<file path="src/rtl/issue_queue_pkg.sv">
// Shared types and sizing for the issue queue: renamed instruction payload,
// queue slot layout and the source-2 physical register helper.
package issue_queue_pkg;

   localparam int IQ_ENTRIES   = 8;
   localparam int NUM_PHYS_REG = 64;
   localparam int NUM_ARCH_REG = 32;

   localparam int PREG_W = $clog2(NUM_PHYS_REG);
   localparam int AREG_W = $clog2(NUM_ARCH_REG);
   localparam int IDX_W  = $clog2(IQ_ENTRIES);
   localparam int CNT_W  = IDX_W + 1;
   localparam int IMM_W  = 16;

   typedef struct packed {
      logic [5:0]        opcode;
      logic [3:0]        flags;
      logic [3:0]        bcc_op;
      logic              imm;
      logic              w_v;
      logic [PREG_W-1:0] dest_id;
      logic [PREG_W-1:0] source_1;
      logic [IMM_W-1:0]  source2_imm;
   } renamed_instruction_t;

   localparam int RENAMED_INSTRUCTION_WIDTH = $bits(renamed_instruction_t);

   typedef struct packed {
      logic                 valid;
      logic                 s1_rdy;
      logic                 s2_rdy;
      renamed_instruction_t payload;
   } iq_entry_t;

   // Source 2 shares its field with the immediate; the low bits name the preg.
   function automatic logic [PREG_W-1:0] src2_preg(input renamed_instruction_t ins);
      return ins.source2_imm[PREG_W-1:0];
   endfunction

endpackage

</file>
<file path="src/rtl/issue_queue_if.sv">
// Rename/writeback/issue handshake bundle between the pipeline and the issue queue.
interface issue_queue_if
   import issue_queue_pkg::*;
();

   renamed_instruction_t renamed_i;
   logic                 renamed_v_i;
   logic                 issue_rename_ready_o;
   logic                 wb_v_i;
   logic [PREG_W-1:0]    wb_preg_i;
   logic                 flush_i;
   logic                 fu_ready_i;
   renamed_instruction_t issue_o;
   logic                 issue_v_o;
   logic [CNT_W-1:0]     count_o;

   modport master (
      output renamed_i, renamed_v_i, wb_v_i, wb_preg_i, flush_i, fu_ready_i,
      input  issue_rename_ready_o, issue_o, issue_v_o, count_o
   );

   modport slave (
      input  renamed_i, renamed_v_i, wb_v_i, wb_preg_i, flush_i, fu_ready_i,
      output issue_rename_ready_o, issue_o, issue_v_o, count_o
   );

endinterface

</file>
<file path="src/rtl/issue_queue_preg_scoreboard.sv">
// Physical register readiness bits: set on writeback, cleared on allocation,
// all ones after reset or flush; two read ports with same-cycle writeback bypass.
module preg_scoreboard
   import issue_queue_pkg::*;
(
   input  logic              clk_i,
   input  logic              reset_n_i,
   input  logic              flush_i,
   input  logic              wb_v_i,
   input  logic [PREG_W-1:0] wb_preg_i,
   input  logic              alloc_v_i,
   input  logic [PREG_W-1:0] alloc_preg_i,
   input  logic [PREG_W-1:0] rd_a_preg_i,
   input  logic [PREG_W-1:0] rd_b_preg_i,
   output logic              rd_a_rdy_o,
   output logic              rd_b_rdy_o
);

   logic [NUM_PHYS_REG-1:0] sb_q;

   // NOTE: non-blocking updates to the same bit resolve last-writer-wins, so the
   // allocation clear placed after the writeback set takes priority.
   always_ff @(posedge clk_i) begin
      if (!reset_n_i || flush_i) begin
         sb_q <= '1;
      end else begin
         if (wb_v_i)    sb_q[wb_preg_i]    <= 1'b1;
         if (alloc_v_i) sb_q[alloc_preg_i] <= 1'b0;
      end
   end

   assign rd_a_rdy_o = sb_q[rd_a_preg_i] | (wb_v_i && (wb_preg_i == rd_a_preg_i));
   assign rd_b_rdy_o = sb_q[rd_b_preg_i] | (wb_v_i && (wb_preg_i == rd_b_preg_i));

endmodule

</file>
<file path="src/rtl/issue_queue.sv">
// Collapsing issue queue: in-order allocate at the tail, oldest-ready issue from
// the head side, writeback wakeup, full drain on flush.
module issue_queue
   import issue_queue_pkg::*;
(
   input  logic clk_i,
   input  logic reset_n_i,
   issue_queue_if.slave bus
);

   iq_entry_t        q_q   [IQ_ENTRIES];
   iq_entry_t        q_n   [IQ_ENTRIES];
   iq_entry_t        q_ext [IQ_ENTRIES+1];
   iq_entry_t        new_entry;
   iq_entry_t        entry;
   logic [CNT_W-1:0] count_q, count_n, enq_idx;
   logic [IQ_ENTRIES-1:0] rdy_vec;
   logic [IDX_W-1:0] sel_idx;
   logic             any_rdy, fire, enq, s1_sb_rdy, s2_sb_rdy;

   // Ready depends only on registered occupancy, never on this cycle's issue.
   assign bus.issue_rename_ready_o = (count_q < CNT_W'(IQ_ENTRIES));
   assign enq = bus.renamed_v_i & bus.issue_rename_ready_o & ~bus.flush_i;

   preg_scoreboard u_sb (
      .clk_i        (clk_i),
      .reset_n_i    (reset_n_i),
      .flush_i      (bus.flush_i),
      .wb_v_i       (bus.wb_v_i),
      .wb_preg_i    (bus.wb_preg_i),
      .alloc_v_i    (enq & bus.renamed_i.w_v),
      .alloc_preg_i (bus.renamed_i.dest_id),
      .rd_a_preg_i  (bus.renamed_i.source_1),
      .rd_b_preg_i  (src2_preg(bus.renamed_i)),
      .rd_a_rdy_o   (s1_sb_rdy),
      .rd_b_rdy_o   (s2_sb_rdy)
   );

   always_comb begin
      for (int i = 0; i < IQ_ENTRIES; i++)
         rdy_vec[i] = q_q[i].valid & q_q[i].s1_rdy & q_q[i].s2_rdy;
   end

   // NOTE: combinational logic uses blocking assignments; scanning from the top
   // down lets the lowest ready index be the last one written.
   always_comb begin
      sel_idx = '0;
      any_rdy = 1'b0;
      for (int i = IQ_ENTRIES-1; i >= 0; i--) begin
         if (rdy_vec[i]) begin
            sel_idx = IDX_W'(i);
            any_rdy = 1'b1;
         end
      end
   end

   assign bus.issue_v_o = any_rdy & ~bus.flush_i;
   assign bus.issue_o   = q_q[sel_idx].payload;
   assign bus.count_o   = count_q;
   assign fire          = bus.issue_v_o & bus.fu_ready_i;
   assign enq_idx       = count_q - CNT_W'(fire);
   assign count_n       = count_q + CNT_W'(enq) - CNT_W'(fire);

   always_comb begin
      new_entry.valid   = 1'b1;
      new_entry.payload = bus.renamed_i;
      new_entry.s1_rdy  = s1_sb_rdy;
      new_entry.s2_rdy  = bus.renamed_i.imm | s2_sb_rdy;
   end

   // Extra empty slot past the top feeds the shift into the last position.
   always_comb begin
      for (int i = 0; i < IQ_ENTRIES; i++) q_ext[i] = q_q[i];
      q_ext[IQ_ENTRIES] = '0;
   end

   always_comb begin
      entry = '0;
      for (int i = 0; i < IQ_ENTRIES; i++) begin
         entry = (fire && (IDX_W'(i) >= sel_idx)) ? q_ext[i+1] : q_q[i];
         if (bus.wb_v_i && (entry.payload.source_1 == bus.wb_preg_i))
            entry.s1_rdy = 1'b1;
         if (bus.wb_v_i && (src2_preg(entry.payload) == bus.wb_preg_i))
            entry.s2_rdy = 1'b1;
         if (enq && (CNT_W'(i) == enq_idx))
            entry = new_entry;
         q_n[i] = entry;
      end
   end

   // NOTE: only the valid bits need clearing; payload and ready bits of an
   // invalid slot are always rewritten before they are looked at.
   always_ff @(posedge clk_i) begin
      if (!reset_n_i || bus.flush_i) begin
         count_q <= '0;
         for (int i = 0; i < IQ_ENTRIES; i++) q_q[i].valid <= 1'b0;
      end else begin
         count_q <= count_n;
         for (int i = 0; i < IQ_ENTRIES; i++) q_q[i] <= q_n[i];
      end
   end

endmodule

</file>
<file path="src/flat_wrapper.sv">
// flat-port wrapper written by rule: the top's interface ports become plain ports
module issue_queue_flat import issue_queue_pkg::*;
  (clk_i, reset_n_i, bus_renamed_i, bus_renamed_v_i, bus_wb_v_i, bus_wb_preg_i, bus_flush_i, bus_fu_ready_i, bus_issue_rename_ready_o, bus_issue_o, bus_issue_v_o, bus_count_o);
  issue_queue_if bus_i ();
  input  logic clk_i;
  input  logic reset_n_i;
  input wire logic [$bits(bus_i.renamed_i)-1:0] bus_renamed_i;
  input wire logic [$bits(bus_i.renamed_v_i)-1:0] bus_renamed_v_i;
  input wire logic [$bits(bus_i.wb_v_i)-1:0] bus_wb_v_i;
  input wire logic [$bits(bus_i.wb_preg_i)-1:0] bus_wb_preg_i;
  input wire logic [$bits(bus_i.flush_i)-1:0] bus_flush_i;
  input wire logic [$bits(bus_i.fu_ready_i)-1:0] bus_fu_ready_i;
  output wire logic [$bits(bus_i.issue_rename_ready_o)-1:0] bus_issue_rename_ready_o;
  output wire logic [$bits(bus_i.issue_o)-1:0] bus_issue_o;
  output wire logic [$bits(bus_i.issue_v_o)-1:0] bus_issue_v_o;
  output wire logic [$bits(bus_i.count_o)-1:0] bus_count_o;
  assign bus_i.renamed_i = bus_renamed_i;
  assign bus_i.renamed_v_i = bus_renamed_v_i;
  assign bus_i.wb_v_i = bus_wb_v_i;
  assign bus_i.wb_preg_i = bus_wb_preg_i;
  assign bus_i.flush_i = bus_flush_i;
  assign bus_i.fu_ready_i = bus_fu_ready_i;
  assign bus_issue_rename_ready_o = bus_i.issue_rename_ready_o;
  assign bus_issue_o = bus_i.issue_o;
  assign bus_issue_v_o = bus_i.issue_v_o;
  assign bus_count_o = bus_i.count_o;
  issue_queue u_core (.clk_i(clk_i), .reset_n_i(reset_n_i), .bus(bus_i));
endmodule
</file>
<file path="config.mk">
export PLATFORM = sky130hd
export DESIGN_NAME = issue_queue_flat
export DESIGN_NICKNAME = d
export VERILOG_FILES = /design/src/rtl/issue_queue_pkg.sv /design/src/rtl/issue_queue_if.sv /design/src/rtl/issue_queue_preg_scoreboard.sv /design/src/rtl/issue_queue.sv /design/src/flat_wrapper.sv
export SDC_FILE = /design/constraint.sdc
export NUM_CORES = 1
export LEC_CHECK = 0
export BUFFER_PORTS_ARGS = -buffer_cell sky130_fd_sc_hd__clkbuf_2
export CAP_MARGIN = 20
export CORE_MARGIN = 3
export CORE_UTILIZATION = 50
export CTS_BUF_LIST = sky130_fd_sc_hd__clkbuf_4 sky130_fd_sc_hd__clkbuf_8
export CTS_CLUSTER_DIAMETER = 120
export DETAILED_ROUTE_END_ITERATION = 8
export PLACE_DENSITY = 0.75
export SLEW_MARGIN = 20
export SYNTH_ARGS = -nofsm -noshare
export SYNTH_HDL_FRONTEND = slang
export SYNTH_HIERARCHICAL = 1
export SYNTH_SLANG_ARGS = --single-unit
</file>
<file path="constraint.sdc">
create_clock -name clk_i -period 4.95 [get_ports clk_i]
set_clock_uncertainty 0.1 [all_clocks]
set_input_delay 0.7425 -clock clk_i [delete_from_list [all_inputs] [get_ports clk_i]]
set_output_delay 0.7425 -clock clk_i [all_outputs]
set_load 0.01 [all_outputs]
</file>
# Yosys cells after proc, flatten, opt, wreduce, memory -nomap -nowiden
# Memories as Yosys holds them, arrays and structs flattened.
# Index checks and enable logic that the tools add are counted.
# word_totals
regBits	68
ramBits	376
in_bits	56
out_inout_bits	50
mem_count	1
# classes
addsub	3
order_cmp	15
eq_ne	25
mux	70
n_bitwise	36
reduce_logical	39
# memory_table
name	words	word_bits	rd	rd_clocked_by_memory_dff	wr	line_no	rtl
u_core.q_q	8	47	9	0	8	issue_queue.sv:11	iq_entry_t q_q [IQ_ENTRIES];
# op_table
operator	count
47-bit 2-to-1 mux	16
64-bit 2-to-1 mux	3
6-bit equality test	18
64-bit bitwise AND	1
64-bit inverter	1
64-bit OR	1
1-bit 2-to-1 mux	39
1-bit logical AND	36
6-bit by 7-bit < comparator with 1-bit output, second input constant	4
3-bit 2-to-1 mux	8
1-bit bitwise AND	21
3-bit by 4-bit equality test with 1-bit output, first input constant	4
1-bit binary-select mux with 6-bit select	2
1-bit demux with 6-bit select	2
3-bit greater-or-equal comparator, first input constant	4
6-bit by 1-bit greater-or-equal comparator with 1-bit output, second input constant	2
1-bit OR	11
2-bit by 4-bit equality test with 1-bit output, first input constant	2
4-bit by 1-bit subtractor with 4-bit output	2
1-bit by 3-bit greater-or-equal comparator with 1-bit output, first input constant	2
2-bit by 3-bit greater-or-equal comparator with 1-bit output, first input constant	2
4-bit by 1-bit adder with 4-bit output	1
1-bit by 4-bit equality test with 1-bit output, first input constant	1
4-bit logical NOT	1
4 further kinds	4

# Longest topological paths before layout
# Gate-level depths: netlist (run 1).
# An unclocked memory read counts as a cell.
# logic_depth
ltp_word	20
depth_mapped	14
depth_no_buf	13

# Modules after synthesis
# Netlist (run 1), hierarchy kept.
# modules_own_cells
module	n_inst	cells_per_inst	area_each_um2
issue_queue	1	2532	22034.9
preg_scoreboard	1	433	3891.2

# Worst setup path before layout (run 1)
# Ideal clock, no wire load.
# synth_path
kind	input-to-reg
startpoint	input port bus_fu_ready_i
endpoint	memory u_core/q_q[7][10] (netlist name) (enable)
setup_time_ps	421
arrival_ps	4127
required_time_ps	4429
setup_slack_ps	302
path_stages	11
n_path_buf	3
cell_sequence	nor2b_1 -> clkbuf_1 -> o31ai_4 -> inv_1 -> ha_1 -> ha_1 -> buf_1 -> nor4_2 -> nor2_1 -> clkbuf_1 -> nor2_1
# synth_lines
element	line_no	rtl
start, declared	flat_wrapper.sv:12	input wire logic [$bits(bus_i.fu_ready_i)-1:0] bus_fu_ready_i;
end, declared	issue_queue.sv:11	

==> results of run 1 <==
==> critical path, cell delays in order (launching register included) <==
cell	delay, ns
edfxtp_1	0.38
nand3_1	0.17
nand2_1	0.21
nand3_1	0.18
a31oi_4	0.68
buf_4	0.42
buf_4	0.30
nand2_1	0.08
nand3_1	0.08
nand3_1	0.07
o21ai_0	0.17
clkbuf_2	0.20
==> power breakdown <==
group	leakage, nW	switching, mW	internal (mW)
Combinational	5.95	0.374	0.169
Clock	0.840	1.60	1.94
Sequential	3.81	0.0402	4.07
Total	10.6	2.02	6.18
==> layout make-up <==
type | instances | area [sq um]
timing repair buffer | 175 | 1150
fill | 4394 | 22100
clock buffer | 115 | 1380
sequential | 444 | 12600
antenna | 1 | 2.50
inverter | 18 | 70.1
tap | 672 | 841
multi-input combinational | 2221 | 12400
clock inverter | 22 | 209
==> kinds of logic after synthesis <==
kind of cell,count (synthesis)
compound gates,458
buf+inv,300
simple gates,1506
xor+xnor,108
mux,141
fa+ha+maj,8
flops,444
==> flip-flops by register name, summed over array words and instances (netlist names) <==
signal / count
u_core/u_sb/sb_q: 64
u_core/q_q: 376
u_core/bus.count_o: 4
==> per-layer routing <==
metal	global-route usage [%]	up-vias	routed length (um)
met5	0	-	0
met4	12.5	0	2480
met3	6.35	185	10300
met2	46.3	1697	37900
met1	40.6	10827	32400
li1	-	10294	-
==> metrics by stage <==
step / hold slack [ns] / setup WS, ns / total power, mW / cells / utilization [%]
global route: 0.370 / 0.294 / 8.43 / 3668 / 56.4
floorplan: 0.354 / 0.302 / 4.53 / 2965 / -
global placement: 0.391 / 0.728 / 4.69 / 3529 / 53.2
detailed placement: 0.397 / 0.663 / 4.71 / 3529 / 53.2
CTS: 0.303 / 0.476 / 8.21 / 3666 / 56.3
finish: 0.345 / 0.465 / 8.20 / 3668 / 56.4
==> how the worst max path moves through the flow <==
stage	slack, ns	endpoint	from	depth (start not counted)
floorplan	0.30	u_core/q_q[7][10]$_DFFE_PP_	bus_fu_ready_i	11
global placement	0.73	u_core/q_q[7][34]$_DFFE_PP_	bus_flush_i	11
detailed placement	0.66	u_core/q_q[7][30]$_DFFE_PP_	bus_flush_i	11
CTS	0.48	bus_issue_o[43]	u_core/q_q[7][44]$_DFFE_PP_	11
global route	0.29	bus_issue_o[43]	u_core/q_q[7][45]$_DFFE_PP_	11
finish	0.47	bus_issue_o[43]	u_core/q_q[7][45]$_DFFE_PP_	11
==> placed cells by master (no fill, tap or decap), drive strengths merged, types with 3 or more instances in the layout <==
cell type and instances:
nand2 823, o211ai 7, o22ai 3, nand4 17
buf 70, mux2i 104, and3 6, o21ai 201
nand3 369, o41ai 4, inv 20, dfxtp 76
a22oi 4, mux4 35, nor3b 6, and2 43
edfxtp 368, nor3 6, a21oi 164, or2 4
bufinv 3, nand3b 7, nand2b 3, clkinvlp 3
nor2b 8, o32ai 3, clkinv 14, clkbuf 220
ha 7, a22o 40, or3 3, a211oi 4
nor2 184, xnor2 63, a31oi 8, xor2 45
nor4 14
==> impl_results.md, run 1 <==
* Row count at just over 80
* Post-CTS Repair Setup Buffers at 0
* Synth area leaders: edfxtp_1 43%, nand2_1 12%, nand3_1 7.0%, dfxtp_1 5.9%, mux2i_1 4.0%
* WL final at approximately 83000 um
* Die Area at about 0.055 sq mm
* DR WL/cell at around 23 um
* RSZ-0062 raised after global routing: no
* Seq/Total Area, Yosys at around 48%
* Max cap viols at 0
* Multiplexer share of the synthesized area at between 7 and 8%
* Top Ports at roughly 110
* HP Class: input pin to register
* CTS tree: built
* Layout cells sized above 1 at about an eighth
* # DRC at 0
* Crit path time final at about 4.5 ns
* Worst reg2reg path endpoint: u_core/q_q[6][40]$_DFFE_PP_
* Worst path arrival time at ~3.6 ns
* Mapped Nets at 3029
* Layout Nets at approximately 3000
* H-tree Lvls at 3
* Die Wd at around 230 um
* PwrDens at between 200 and 300 mW/mm^2
* Ys async rst share at 0%
* Count leader, synth: nand2_1
* Worst-Skew Late Latency at 0.68 ns
* Crit. End Element: output pin
* CTS sink cnt at approximately 440
* XOR/XNOR Fraction of Synth Area at around 3.6%
* EDFF count, synth at between 300 and 400
* Initial DRC count at between 3000 and 4000
* Final setup vio count at 0
* Initial antenna violation count at 1
* Core Region at 0.0507 sq mm
* Clock tree buffer depth at 3
* Tightest Pin Transition at around 1.0 ns
* Most frequent cells after synthesis: 821 x nand2_1, 368 x edfxtp_1, 365 x nand3_1
* PortBufs at about 110
* Mean Syn Cell Area at between 8 and 9 sq um
* RR Startpoint: u_core/q_q[1][45]$_DFFE_PP_
* Clock root buffer: clkbuf_8
* Hold Vio Cnt, Final at 0
* Area share of the largest cell type after synthesis at between 40% and 50%
* Flops & latches, synth at between 400 and 500
* Hold Path Cell Cnt at 3
* Total CTS buffers at slightly below 80
* First-pass GRT wire length at 127000 um
* Hold path endpoint: u_core/q_q[4][35]$_DFFE_PP_
* Initial Util at 51.2%
* Cell count after synthesis at around 3000
* Simple-gate share of the synthesized area at between 20% and 30%
* R2R Setup Slk at around 1.0 ns
* CP required at a little over 4 ns
* RePlAce Congestion at a little over 0.9
* Adder-Cell Fraction of Synth Area at less than 1%
* Slew headroom at a little under a third
* Area leader, netlist: edfxtp_1
* Max VDD drop at ~0.21 mV
* Drt pass-1 iters at 6
* Post-cts sizing count at 0
* Netlist cell types at 75
* Setup TNS at 0 ns
* Hold Path Origin: bus_renamed_i[35]
* Vias per cell at between 6 and 7
* Main combinational cell family by area after synthesis: simple AND/OR/NAND/NOR gates
* Antenna viol nets, final at 0
* Reg2Reg Depth at 12
* Predominant post-synthesis flop cell: edfxtp_1
* LEAKAGE at 10.6 nW
* All-Layer GR Usage at about 30%
* DP Wirelength at between 50000 and 60000 um
* Final Max Slew Viols at 0
* Hold buffer count at cts at 0
* F_max at between 200 and 250 MHz
* Die Y-Extent at roughly 230 um
* Startpoint Class: register
* Crit share post-route at about nine tenths
* Synth Area in Compound Gates at 10.2%
* Post-route cell area at about 0.029 sq mm
* Overflow after GRT at 0
* Yosys warns at 6
* DR vias at roughly 23000
* Crit-path max FO at 25
* Vias in the first global route at between 20000 and 25000
* Cell area after technology mapping at between 0.02 and 0.03 sq mm
* Critical path type: register to output pin
* Largest net degree at the start of global routing at 67
* Clk slew on worst S/H paths at roughly 0.06 ns
* P&R area growth vs syn at 10.2%
* Outcome: completed
* Placed cell area at 0.0270 sq mm
Power figures use the tool's default switching activity.
==> run 2, diff against run 1 <==
--- a/config.mk
+++ b/config.mk
@@ -5,6 +5,7 @@
 export SDC_FILE = /design/constraint.sdc
 export NUM_CORES = 1
 export LEC_CHECK = 0
+export ABC_AREA = 1
 export BUFFER_PORTS_ARGS = -buffer_cell sky130_fd_sc_hd__clkbuf_2
 export CAP_MARGIN = 20
 export CORE_MARGIN = 3
@@ -13,6 +14,7 @@
 export CTS_CLUSTER_DIAMETER = 120
 export DETAILED_ROUTE_END_ITERATION = 8
 export PLACE_DENSITY = 0.75
+export REMOVE_ABC_BUFFERS = 1
 export SLEW_MARGIN = 20
 export SYNTH_ARGS = -nofsm -noshare
 export SYNTH_HDL_FRONTEND = slang
==> impl_results.md, run 2 <==
* Count leader, synth: nand2_1 (unchanged)
* Ys async rst share at 0% (unchanged)
* Hold Path Origin: bus_renamed_i[22] (was bus_renamed_i[35])
* Commonest non-fill, non-tap cell in the layout: nand2_1 (unchanged)
* Vias in the first global route at 23594 (was 22227)
* CP max stage delay at 0.60 ns (was 0.68 ns)
* Predominant post-synthesis flop cell: edfxtp_1 (unchanged)
* Combinational Power Share at 7.6% (was 6.6%)
* Worst path arrival time at 3.79 ns (was 3.64 ns)
* Final setup vio count at 0 (unchanged)
* Overflow after GRT at 0 (unchanged)
* Worst reg2reg path endpoint: u_core/q_q[0][13]$_DFFE_PP_ (was u_core/q_q[6][40]$_DFFE_PP_)
* Die Area at 0.0548 sq mm (was 0.0546 sq mm)
* Reg power frac at 48.5% (was 50.2%)
* F_max at 216 MHz (was 223 MHz)
* Cell count after synthesis at 3374 (was 2965)
* Largest net degree at the start of global routing at 129 (was 67)
* LEAKAGE at 11.2 nW (was 10.6 nW)
* Layout cells sized above 1 at 10.4% (was 12.8%)
* Netlist cell types at 46 (was 75)
* Crit. End Element: output pin (unchanged)
* Critical path type: register to output pin (unchanged)
* Clock root buffer: clkbuf_8 (unchanged)
* RePlAce Congestion at 0.959 (was 0.930)
* Vias per cell at 6.19 (was 6.27)
* DP Wirelength at 53000 um (was 50700 um)
* DR vias at 25479 (was 23003)
* Post-Place Worst Slack at 0.967 ns (was 0.663 ns)
* Drt pass-1 iters at 6 (unchanged)
* Most frequent cells after synthesis: 647 x nand2_1, 558 x o21ai_0, 476 x nand3_1 (was 821 x nand2_1, 368 x edfxtp_1, 365 x nand3_1)
* Hold path endpoint: u_core/u_sb/sb_q[35]$_SDFF_PP1_ (was u_core/q_q[4][35]$_DFFE_PP_)
* Layout Nets at 3444 (was 3001)
* Area share of the largest cell type after synthesis at 42.5% (was 42.6%)
* Layout Utilization at 56.5% (was 56.4%)
* Area leader, netlist: edfxtp_1 (unchanged)
* First-pass GRT wire length at 134000 um (was 127000 um)
* Clk slew on worst S/H paths at 0.06 ns (about the same)
* Hold Path Cell Cnt at 4 (was 3)
* H-tree Lvls at 3 (unchanged)
* N_diodes at 0 (was 1)
* PwrDens at 295 mW/mm^2 (was 287 mW/mm^2)
* Crit path time final at 4.63 ns (was 4.48 ns)
* Synth area leaders: edfxtp_1 42%, o21ai_0 11%, nand2_1 9.3%, nand3_1 9.2%, nor2_1 6.4% (was edfxtp_1 43%, nand2_1 12%, nand3_1 7.0%, dfxtp_1 5.9%, mux2i_1 4.0%)
* Commonest non-fill, non-tap cells in the layout: 643 x nand2_1, 558 x o21ai_0, 476 x nand3_1, 435 x nor2_1, 368 x edfxtp_1 (was 821 x nand2_1, 368 x edfxtp_1, 362 x nand3_1, 196 x o21ai_0, 173 x nor2_1)
* Max cap viols at 0 (unchanged)
* Initial DRC count at 3619 (was 3387)
* Cell area after technology mapping at 0.0260 sq mm (was 0.0259 sq mm)
* Max VDD drop at 0.194 mV (was 0.214 mV)
* Outcome: completed (unchanged)
* EDFF count, synth at 368 (unchanged)
* Crit path max-delay cell type: inv_4 (was a31oi_4)
* Core Region at 0.0508 sq mm (was 0.0507 sq mm)
* Hold buffer count at cts at 0 (unchanged)
* P&R area growth vs syn at 10.3% (was 10.2%)
* Setup TNS at 0 ns (unchanged)
* Switch Pwr at 2.17 mW (was 2.02 mW)
* Post-cts sizing count at 0 (unchanged)
* Die Y-Extent at 234 um (about the same)
* Worst-Skew Late Latency at 0.69 ns (was 0.68 ns)
* Pwr Total at 8.46 mW (was 8.20 mW)
* All-Layer GR Usage at 31.2% (was 29.8%)
* Number of fillers in the final layout at 4725 (was 4394)
* Row count at 82 (unchanged)
* Slew headroom at 34.1% (was 31.6%)
* HP Class: input pin to register (unchanged)
* Antenna viol nets, final at 0 (unchanged)
* # DRC at 0 (unchanged)
* Flops & latches, synth at 444 (unchanged)
* Final Max Slew Viols at 0 (unchanged)
* CTS sink cnt at 444 (unchanged)
* Post-CTS Repair Setup Buffers at 0 (unchanged)
* RSZ-0062 raised after global routing: no (unchanged)
* RR Startpoint: u_core/q_q[4][44]$_DFFE_PP_ (was u_core/q_q[1][45]$_DFFE_PP_)
* DR WL/cell at 21.0 um (was 22.7 um)
* WL final at 86300 um (was 83100 um)
* Die Wd at 234 um (about the same)
* R2R Setup Slk at 0.68 ns (was 1.03 ns)
* PortBufs at 105 (unchanged)
* Tightest Pin Transition at 0.987 ns (was 1.02 ns)
* Total CTS buffers at 80 (was 77)
* Worst path cell trace: nand3_1 -> nand2_2 -> inv_2 -> nand2_4 -> inv_4 -> buf_4 -> o21ai_0 -> o22ai_1 -> nor2_1 -> a31oi_1 -> clkbuf_2 (was nand3_1 -> nand2_1 -> nand3_1 -> a31oi_4 -> buf_4 -> buf_4 -> nand2_1 -> nand3_1 -> nand3_1 -> o21ai_0 -> clkbuf_2)
* Post-route cell area at 0.0287 sq mm (was 0.0286 sq mm)
* Crit share post-route at 93.5% (was 90.6%)
* Yosys warns at 6 (unchanged)
* Clock tree buffer depth at 3 (unchanged)
* Initial antenna violation count at 0 (was 1)
* Number of flip-flops in the largest register at 376 (unchanged)
* Power share of the clock group at 43.9% (was 43.2%)
* Mean Syn Cell Area at 7.71 sq um (was 8.74 sq um)
* CTS tree: built (unchanged)
* CP required at 4.11 ns (about the same)
* Final WS setup at 0.320 ns (was 0.465 ns)
* Net Sw Frac at 25.6% (was 24.6%)
* Reg with most FFs: u_core/q_q (unchanged)
* Seq/Total Area, Yosys at 48.3% (was 48.5%)
* Startpoint Class: register (unchanged)
* Placed cell area at 0.0270 sq mm (about the same)
* Initial Util at 51.2% (about the same)
* Top Ports at 106 (unchanged)
* Pint at 6.29 mW (was 6.18 mW)
* Crit-path max FO at 46 (was 25)
* Hold Vio Cnt, Final at 0 (unchanged)
* Reg2Reg Depth at 16 (was 12)
[run 2: how the worst max path moves through the flow]
| stage | start | end | slack (ns) | cells past startpoint |
|---|---|---|---|---|
| 2_1_floorplan | u_core/q_q[7][45]$_DFFE_PP_ | u_core/q_q[0][10]$_DFFE_PP_ | -3.11 | 13 |
| 5_1_grt | u_core/q_q[7][45]$_DFFE_PP_ | bus_issue_o[15] | 0.19 | 12 |
| 3_5_place_dp | u_core/q_q[0][45]$_DFFE_PP_ | u_core/q_q[3][28]$_DFFE_PP_ | 0.97 | 17 |
| 4_1_cts | u_core/q_q[0][45]$_DFFE_PP_ | bus_issue_o[15] | 0.39 | 11 |
| 3_3_place_gp | u_core/q_q[0][45]$_DFFE_PP_ | u_core/q_q[7][40]$_DFFE_PP_ | 1.07 | 18 |
| 6_report | u_core/q_q[0][45]$_DFFE_PP_ | bus_issue_o[15] | 0.32 | 11 |
[run 2: area by class of cell]
type | instances | area, sq um | area share [%]
inverter | 207 | 786 | 2.74
clock inverter | 38 | 337 | 1.17
clock buffer | 110 | 1350 | 4.71
multi-input combinational | 2482 | 11700 | 40.8
sequential | 444 | 12600 | 43.8
timing repair buffer | 165 | 1090 | 3.79
tap | 672 | 841 | 2.93
[run 2: critical path, delay by kind of cell, from the launching register on]
family	cells	cell delay (ns)
buffers and inverters	4	1.34
and+or+nand+nor	4	0.70
AOI/OAI and AO/OA	3	0.65
DFF	1	0.40
[run 2: per-layer routing]
| metal | vias to the layer above | GRT usage [%] | part of all wire [%] |
|---|---|---|---|
| met5 | - | 0 | 0 |
| met4 | 0 | 13.2 | 4.2 |
| met3 | 244 | 6.61 | 13 |
| met2 | 1782 | 49.0 | 45 |
| met1 | 11711 | 41.9 | 38 |
| li1 | 11742 | - | - |
[run 2: cells by family (layout without fill, tap and decap cells)]
| logic type | Yosys count | after routing | synth area share, % |
|---|---|---|---|
| AOI/OAI and AO/OA | 833 | 833 | 17.1 |
| xor gates and xnor gates | 14 | 14 | 0.472 |
| adders and majority gates | 8 | 8 | 0.414 |
| buffers and inverters | 448 | 520 | 7.04 |
| DFF | 444 | 444 | 48.3 |
| and+or+nand+nor | 1627 | 1627 | 26.6 |
[run 2: through the flow]
stage                     std cells  hold slack, ns
after floorplan                3133           0.355
after global placement         3970           0.376
after detailed placement       3970           0.376
after CTS                      4118           0.311
after global routing           4118           0.368
final                          4118           0.353
[run 2: power by group through the flow]
stage                     clock network (mW)  registers (mW)  logic [mW]
after CTS                               3.75            4.10       0.624
after floorplan                            0            4.17       0.352
after detailed placement                   0            4.17       0.622
after global routing                    3.91            4.10       0.704
after global placement                     0            4.17       0.615
final                                   3.72            4.10       0.646
